===== src/rtl/fcall_rr_scheduler.sv =====
// Round-robin front end for a single HLS-generated function core: arbitrates
// NREQ clients, issues start, returns the result and aborts a hung core.
module fcall_rr_scheduler #(
    parameter int NREQ    = 4,
    parameter int WIDTH   = 32,
    parameter int TIMEOUT = 1000
) (
    input  logic             __clk,
    input  logic             __reset,
    input  logic [NREQ-1:0]  req,
    output logic [NREQ-1:0]  ack,
    output logic [NREQ-1:0]  done,
    output logic [WIDTH-1:0] result,
    output logic             error,
    output logic             busy,
    output logic             core_resetn,
    output logic             core_start,
    input  logic             core_idle,
    input  logic             core_valid,
    input  logic [WIDTH-1:0] core_retval,
    output logic [2:0]       state_dbg
);
    localparam int IW = (NREQ > 1) ? $clog2(NREQ) : 1;
    localparam int CW = $clog2(TIMEOUT + 1);
    localparam logic [NREQ-1:0] ONE = {{(NREQ-1){1'b0}}, 1'b1};

    // Handshake: req is a level held by the client until its ack pulse; ack and
    // core_start pulse together in ISSUE; done (with error on abort) pulses once
    // per accepted call and result is meaningful only while done is high.
    typedef enum logic [2:0] {IDLE, ISSUE, WAIT, DONE, RECOVER} state_t;

    state_t           state, state_d;
    logic [IW-1:0]    owner, owner_d;
    logic [IW-1:0]    ptr, ptr_d;
    logic [IW-1:0]    pick, idx;
    logic             found;
    logic [CW-1:0]    cnt, cnt_d;
    logic             rec2, rec2_d;
    logic [NREQ-1:0]  ack_d, done_d;
    logic [WIDTH-1:0] result_d;
    logic             error_d, busy_d, start_d;

    // First requester strictly after the last served one, wrapping around.
    always_comb begin
        pick  = ptr;
        idx   = '0;
        found = 1'b0;
        for (int k = 1; k <= NREQ; k++) begin
            idx = IW'((int'(ptr) + k) % NREQ);
            if (!found && req[idx]) begin
                found = 1'b1;
                pick  = idx;
            end
        end
    end

    always_comb begin
        state_d  = state;
        owner_d  = owner;
        ptr_d    = ptr;
        cnt_d    = cnt;
        rec2_d   = 1'b0;
        ack_d    = '0;
        done_d   = '0;
        result_d = result;
        error_d  = 1'b0;
        start_d  = 1'b0;
        case (state)
            IDLE: begin
                if (found && core_idle) begin
                    owner_d = pick;
                    ack_d   = ONE << pick;
                    start_d = 1'b1;
                    state_d = ISSUE;
                end
            end
            ISSUE: begin
                cnt_d   = '0;
                state_d = WAIT;
            end
            WAIT: begin
                cnt_d = cnt + CW'(1);
                // A valid in the last allowed cycle still counts as success.
                if (core_valid) begin
                    result_d = core_retval;
                    done_d   = ONE << owner;
                    state_d  = DONE;
                end else if (cnt == CW'(TIMEOUT - 1)) begin
                    state_d = RECOVER;
                end
            end
            DONE: begin
                ptr_d   = owner;
                state_d = IDLE;
            end
            RECOVER: begin
                if (!rec2) begin
                    rec2_d   = 1'b1;
                    done_d   = ONE << owner;
                    error_d  = 1'b1;
                    result_d = '0;
                end else begin
                    ptr_d   = owner;
                    state_d = IDLE;
                end
            end
            default: state_d = IDLE;
        endcase
        busy_d = (state_d != IDLE);
    end

    always_ff @(posedge __clk) begin
        if (__reset) begin
            state      <= IDLE;
            owner      <= '0;
            ptr        <= IW'(NREQ - 1);
            cnt        <= '0;
            rec2       <= 1'b0;
            ack        <= '0;
            done       <= '0;
            result     <= '0;
            error      <= 1'b0;
            busy       <= 1'b0;
            core_start <= 1'b0;
        end else begin
            state      <= state_d;
            owner      <= owner_d;
            ptr        <= ptr_d;
            cnt        <= cnt_d;
            rec2       <= rec2_d;
            ack        <= ack_d;
            done       <= done_d;
            result     <= result_d;
            error      <= error_d;
            busy       <= busy_d;
            core_start <= start_d;
        end
    end

    // The core is held in reset with the block and for both abort cycles.
    assign core_resetn = !(__reset || state == RECOVER);
    assign state_dbg   = state;

endmodule


===== config.mk =====
export PLATFORM = sky130hd
export DESIGN_NAME = fcall_rr_scheduler
export DESIGN_NICKNAME = d
export VERILOG_FILES = /design/src/rtl/fcall_rr_scheduler.sv
export SDC_FILE = /design/constraint.sdc
export NUM_CORES = 1
export LEC_CHECK = 0
export BUFFER_PORTS_ARGS = -buffer_cell sky130_fd_sc_hd__buf_4
export CELL_PAD_IN_SITES_DETAIL_PLACEMENT = 1
export CELL_PAD_IN_SITES_GLOBAL_PLACEMENT = 2
export CORE_MARGIN = 2
export CORE_UTILIZATION = 31
export CTS_CLUSTER_SIZE = 10
export DETAILED_ROUTE_END_ITERATION = 6
export HOLD_SLACK_MARGIN = 0.05
export PLACE_DENSITY = 0.91
export SLEW_MARGIN = 10
export SYNTH_ARGS = -nofsm -noshare
export SYNTH_HDL_FRONTEND = slang
export SYNTH_SLANG_ARGS = --single-unit

===== constraint.sdc =====
create_clock -name __clk -period 4.55 [get_ports __clk]
set_clock_uncertainty 0.15 [all_clocks]
set_input_delay 0.2275 -clock __clk [delete_from_list [all_inputs] [get_ports __clk]]
set_output_delay 0.2275 -clock __clk [all_outputs]
set_load 0.03 [all_outputs]

# Word level (Yosys, flattened, before mapping)

Index checks and enable logic that the tools add are counted.

Bits in read-only memories: 0
Output and inout bits: 47
Input bits: 40
Latch bits: 0
Flip-flop bits (word level): 60
Memories: 0
Word-level logic and storage cells: 84
RAM bits: 0

Multiply operators: 0
Bitwise gates (word level): 3
Reductions and logical operators: 20
Shifts and indexed selects: 2
Multiplexer cells: 32
Add/sub/neg operators: 5
Order comparisons: 4
Equal/unequal tests: 8
Div/mod/pow operators: 0

Operator list:

| operator              | count |
|---|---|
| $mux 32               | 2 |
| $pmux 32 s2           | 1 |
| $pmux 10 s2           | 1 |
| $lt 2x3->1 const B    | 4 |
| $mux 3                | 4 |
| $pmux 3 s4            | 1 |
| $add 10x1->10 const B | 1 |
| $eq 10x10->1 const B  | 1 |
| $mux 1                | 10 |
| $mux 2                | 5 |
| $bmux 1 s2            | 4 |
| $mux 4                | 2 |
| $pmux 4 s2            | 1 |
| $shl 1x2->4 const A   | 2 |
| $eq 3x2->1 const B    | 2 |
| $ne 2x2->1 const B    | 3 |
| $reduce_bool 2->1     | 3 |
| $add 2x1->2 const B   | 2 |
| $add 2x2->2 const B   | 2 |
| $logic_and 1x1->1     | 4 |
| $logic_not 1->1       | 4 |
| $pmux 2 s2            | 1 |
| $reduce_and 2->1      | 2 |
| $reduce_or 2->1       | 2 |
| 8 further kinds       | 10 |

# Logic depth before layout (Yosys ltp)

Depth in word-level cells: 17
Gate-level depth with buffers: 6
Mapped depth without buffers: 5

# Worst setup path before layout

No wires, ideal clock.

Path type: reg2reg
Start point: register state[2] (netlist: state_dbg[2])
End point: register result[10]
Data required time: 4283 ps
Library setup time: 117 ps
Path slack: 2709 ps
Period minus slack after synthesis: 1841 ps
Path buffers: 2
Cell stages (with the launch flop): 7
Data arrival time: 1574 ps
Path through: dfxtp_1 > buf_4 > nor3b_1 > a21oi_1 > o21a_2 > buf_6 > a22o_1

Cells in the longest elaborated chain, start to end: 3
Elaborated cells on any way between the ends: 7
Those cells by class: eq/ne: 4; mux: 1; reduce/logical: 2

RTL lines:

| item                                                             | line | text |
|---|---|---|
| from (decl)                                                      | 32   | `state_t state, state_d;` |
| from (signal assigned)                                           | 126  | `state <= state_d;` |
| $eq 3x3->1 or $eq 3x2->1 (tied branches)                         | 68   | `case (state)` |
| $ne 2x2->1 (no source line) or $reduce_bool 2->1 (tied branches) | -    |  |
| $reduce_and 3->1 (no source line)                                | -    |  |
| to (signal assigned)                                             | 133  | `result <= result_d;` |
| to (decl)                                                        | 13   | `output logic [WIDTH-1:0] result,` |

Several ways; a longest one is shown, not always the timed one.
A chain may end at the register's enable or synchronous reset.

# Worst setup path in the final report

Start point: register state[2] (netlist: state_dbg[2])
End point: register result[15]

Same word-level chain as after synthesis.

==> flow_summary.json <==
{
  "status": "finished clean",
  "cts_setup_buffers": 0,
  "async_flop_share_pct": 0,
  "slowest_stage": "dfxtp_1",
  "cts_sinks": 60,
  "netlist_area_sq_um": 2320,
  "yosys-top-cells-count": "60 x dfxtp_1, 33 x a22o_1, 13 x a21oi_1, 12 x nor2_1, 10 x nand2_1",
  "max_freq_mhz": 435,
  "synth_fp_nets": 262,
  "synthMostInstantiatedCell": "dfxtp_1",
  "fin_crit_sh_pct": 50.6,
  "yosysSeqAreaShare_pct": 51.8,
  "design.core.area_sq_um": 7250,
  "antenna_left": 0,
  "cp-start-kind": "flop",
  "total_power_mw": 1.29,
  "fin_ws_ps": 2250,
  "crit_required_ps": 4640,
  "multi_input_area_sq_um": 996,
  "area_growth_pct": 52.3,
  "maxCapViolCount": 0,
  "dieHeight_microns": 90.5,
  "r2r_cells": 4,
  "antenna_found_initial": 0,
  "cts_resized": 0,
  "grt_overflow": 0,
  "reg2reg_from": "state_dbg[2]",
  "relSlewSlack_pct": 53.6,
  "combPwrFrac_pct": 13.9,
  "hold_buffers": 32,
  "drive_gt1_share_pct": 33.5,
  "cts_buffers": 9,
  "cts_tree": "done",
  "setup_tns_ps": 0,
  "max_stage_delay_ps": 770,
  "synth_area_leaders": "dfxtp_1 52%, a22o_1 12%, a21oi_1 2.8%",
  "yosysTopAreaCellShare_pct": 51.8,
  "yosys_most_used_dff": "dfxtp_1",
  "swShare_pct": 26.1,
  "fin_crit_ps": 2300,
  "rows": 31,
  "htreeDepth": 3,
  "yosys.cell_types.count": 52,
  "cp_cell_sequence": "nor3b_1, a21oi_1, o21a_2, a22o_1",
  "worst-setup-path-type": "reg -> reg",
  "place_ws_ps": 2030,
  "regArea_sq_um": 1200,
  "ys_ff_latch": 60,
  "hold_violations": 0,
  "wl_per_cell_microns": 18.0,
  "filler_cell_count": 823,
  "hold_depth": 2,
  "crit_arrival_ps": 2390,
  "switchingPower_mw": 0.336,
  "final_max_slew_viol_count": 0,
  "setup_viol": 0,
  "p_clk_share_pct": 42.3,
  "drt_wl_total_microns": 7910,
  "synth_top_area_cell": "dfxtp_1",
  "p_leak_nw": 1.52,
  "netlist_instances": 221,
  "synth_edf_count": 0,
  "diodes": 0,
  "max_slew.worst_pin.slew_ps": 694,
  "gp_congestion": 0.767,
  "p_per_area_nw_per_um2": 364,
  "drtIter0Drc": 90,
  "nNetsFinal": 376,
  "cp_max_fo": 32,
  "rsz0062_at_grt": "false",
  "rr_endpoint": "result[15]",
  "cts_root_buf": "clkbuf_8",
  "syn_area_per_cell_sq_um": 10.5,
  "grt_max_degree": 33,
  "worst-r2r-setup-slack_ps": 2250,
  "p_seq_share_pct": 43.8,
  "place.detailed.hpwl_microns": 4680,
  "worstSkewPairLatency_ps": 340,
  "drcViolationCount": 0,
  "intPower_mw": 0.950,
  "worstHoldStart": "__reset",
  "initial_core_util_pct": 32.0,
  "clockBufferDepth": 2,
  "grt_pass1_vias": 2304,
  "end_kind": "flop",
  "path_clk_slew_ps": 70,
  "track_usage_pct": 19.9,
  "ir_worst_vdd_mv": 0.150,
  "port_buffers": 86,
  "fp.dieW_microns": 90.5,
  "hold_path_class": "in -> reg",
  "ios": 87,
  "dieArea_sq_um": 8190,
  "hold-path-endpoint": "cnt[2]",
  "grt_pass1_wl_microns": 12700,
  "vias_per_cell": 5.03,
  "fin_util_pct": 48.7,
  "via_count": 2209,
  "first_pass_iters": 4,
  "yosys_warnings": 0
}
## stage by stage
stage | cell area, sq um | hold WS [ps] | std cells
final | 3530 | 77.6 | 439
after global routing | 3530 | 75.3 | 439
after CTS | 3530 | 65.6 | 439
after detailed placement | 2990 | 299 | 391
after global placement | 2990 | 294 | 391
after floorplan | 2320 | 210 | 221
## final cells by class
type	count	area share, %
Timing Repair Buffer	118	27.3
Inverter	6	0.637
Multi-Input combinational cell	140	28.2
Sequential cell	60	34.0
Tap cell	99	3.50
Clock buffer	10	3.89
Clock inverter	6	2.48
## sequential cells by signal, indices dropped and copies added (netlist names)
signal      flops
result         32
cnt            10
ack             4
done            4
state_dbg       3
owner           2
ptr             2
busy            1
core_start      1
rec2            1
## power groups by stage
stage	clock network [mW]	registers, mW	logic (mW)
floorplan	0	0.594	0.0664
global placement	0	0.573	0.148
detailed placement	0	0.574	0.151
CTS	0.551	0.562	0.175
global route	0.582	0.565	0.190
finish	0.545	0.563	0.179
## worst max path at each step
stage | startpoint | endpoint | slack (ps)
after floorplan | state_dbg[2] | result[10] | 2710
after global placement | state_dbg[1] | result[27] | 2080
after detailed placement | state_dbg[1] | result[12] | 2030
after CTS | state_dbg[1] | result[5] | 2000
after global routing | state_dbg[2] | result[12] | 2060
final | state_dbg[2] | result[15] | 2250
## worst max-delay path, delay by kind of cell (launching register included)
| family | cells | cell delay [ps] |
|---|---|---|
| AO/OA/AOI/OAI | 3 | 860 |
| flip-flops | 1 | 770 |
| AND/OR/NAND/NOR | 1 | 420 |
## routing by layer
layer	routed length, microns	track usage, %	up-vias
li1	-	-	1064
met1	3590	24.8	1063
met2	3730	32.3	69
met3	427	4.84	13
met4	163	9.36	0
met5	0	0	-
## logic make-up after synthesis
family          count (synthesis)  synth area share (%)
simple gates                   61                  15.7
mux                             3                  1.40
fa+ha+maj                       1                 0.539
compound gates                 75                  25.2
buf+inv                        21                  5.39
flops                          60                  51.8
## layout by cell type, fill, tap and decap left out, types with 3 or more instances in the layout
cell type,count
a21oi_1,13
nor3b_1,3
buf_4,86
clkinvlp_4,3
nand3_1,4
nand2b_1,4
clkbuf_8,10
nand2_1,10
a211oi_1,3
inv_1,6
o21ai_0,7
dfxtp_1,60
a22o_1,33
nor2_1,12
nor4_1,5
nor3_1,3
dlygate4sd3_1,32
Power figures use the tool's default switching activity.
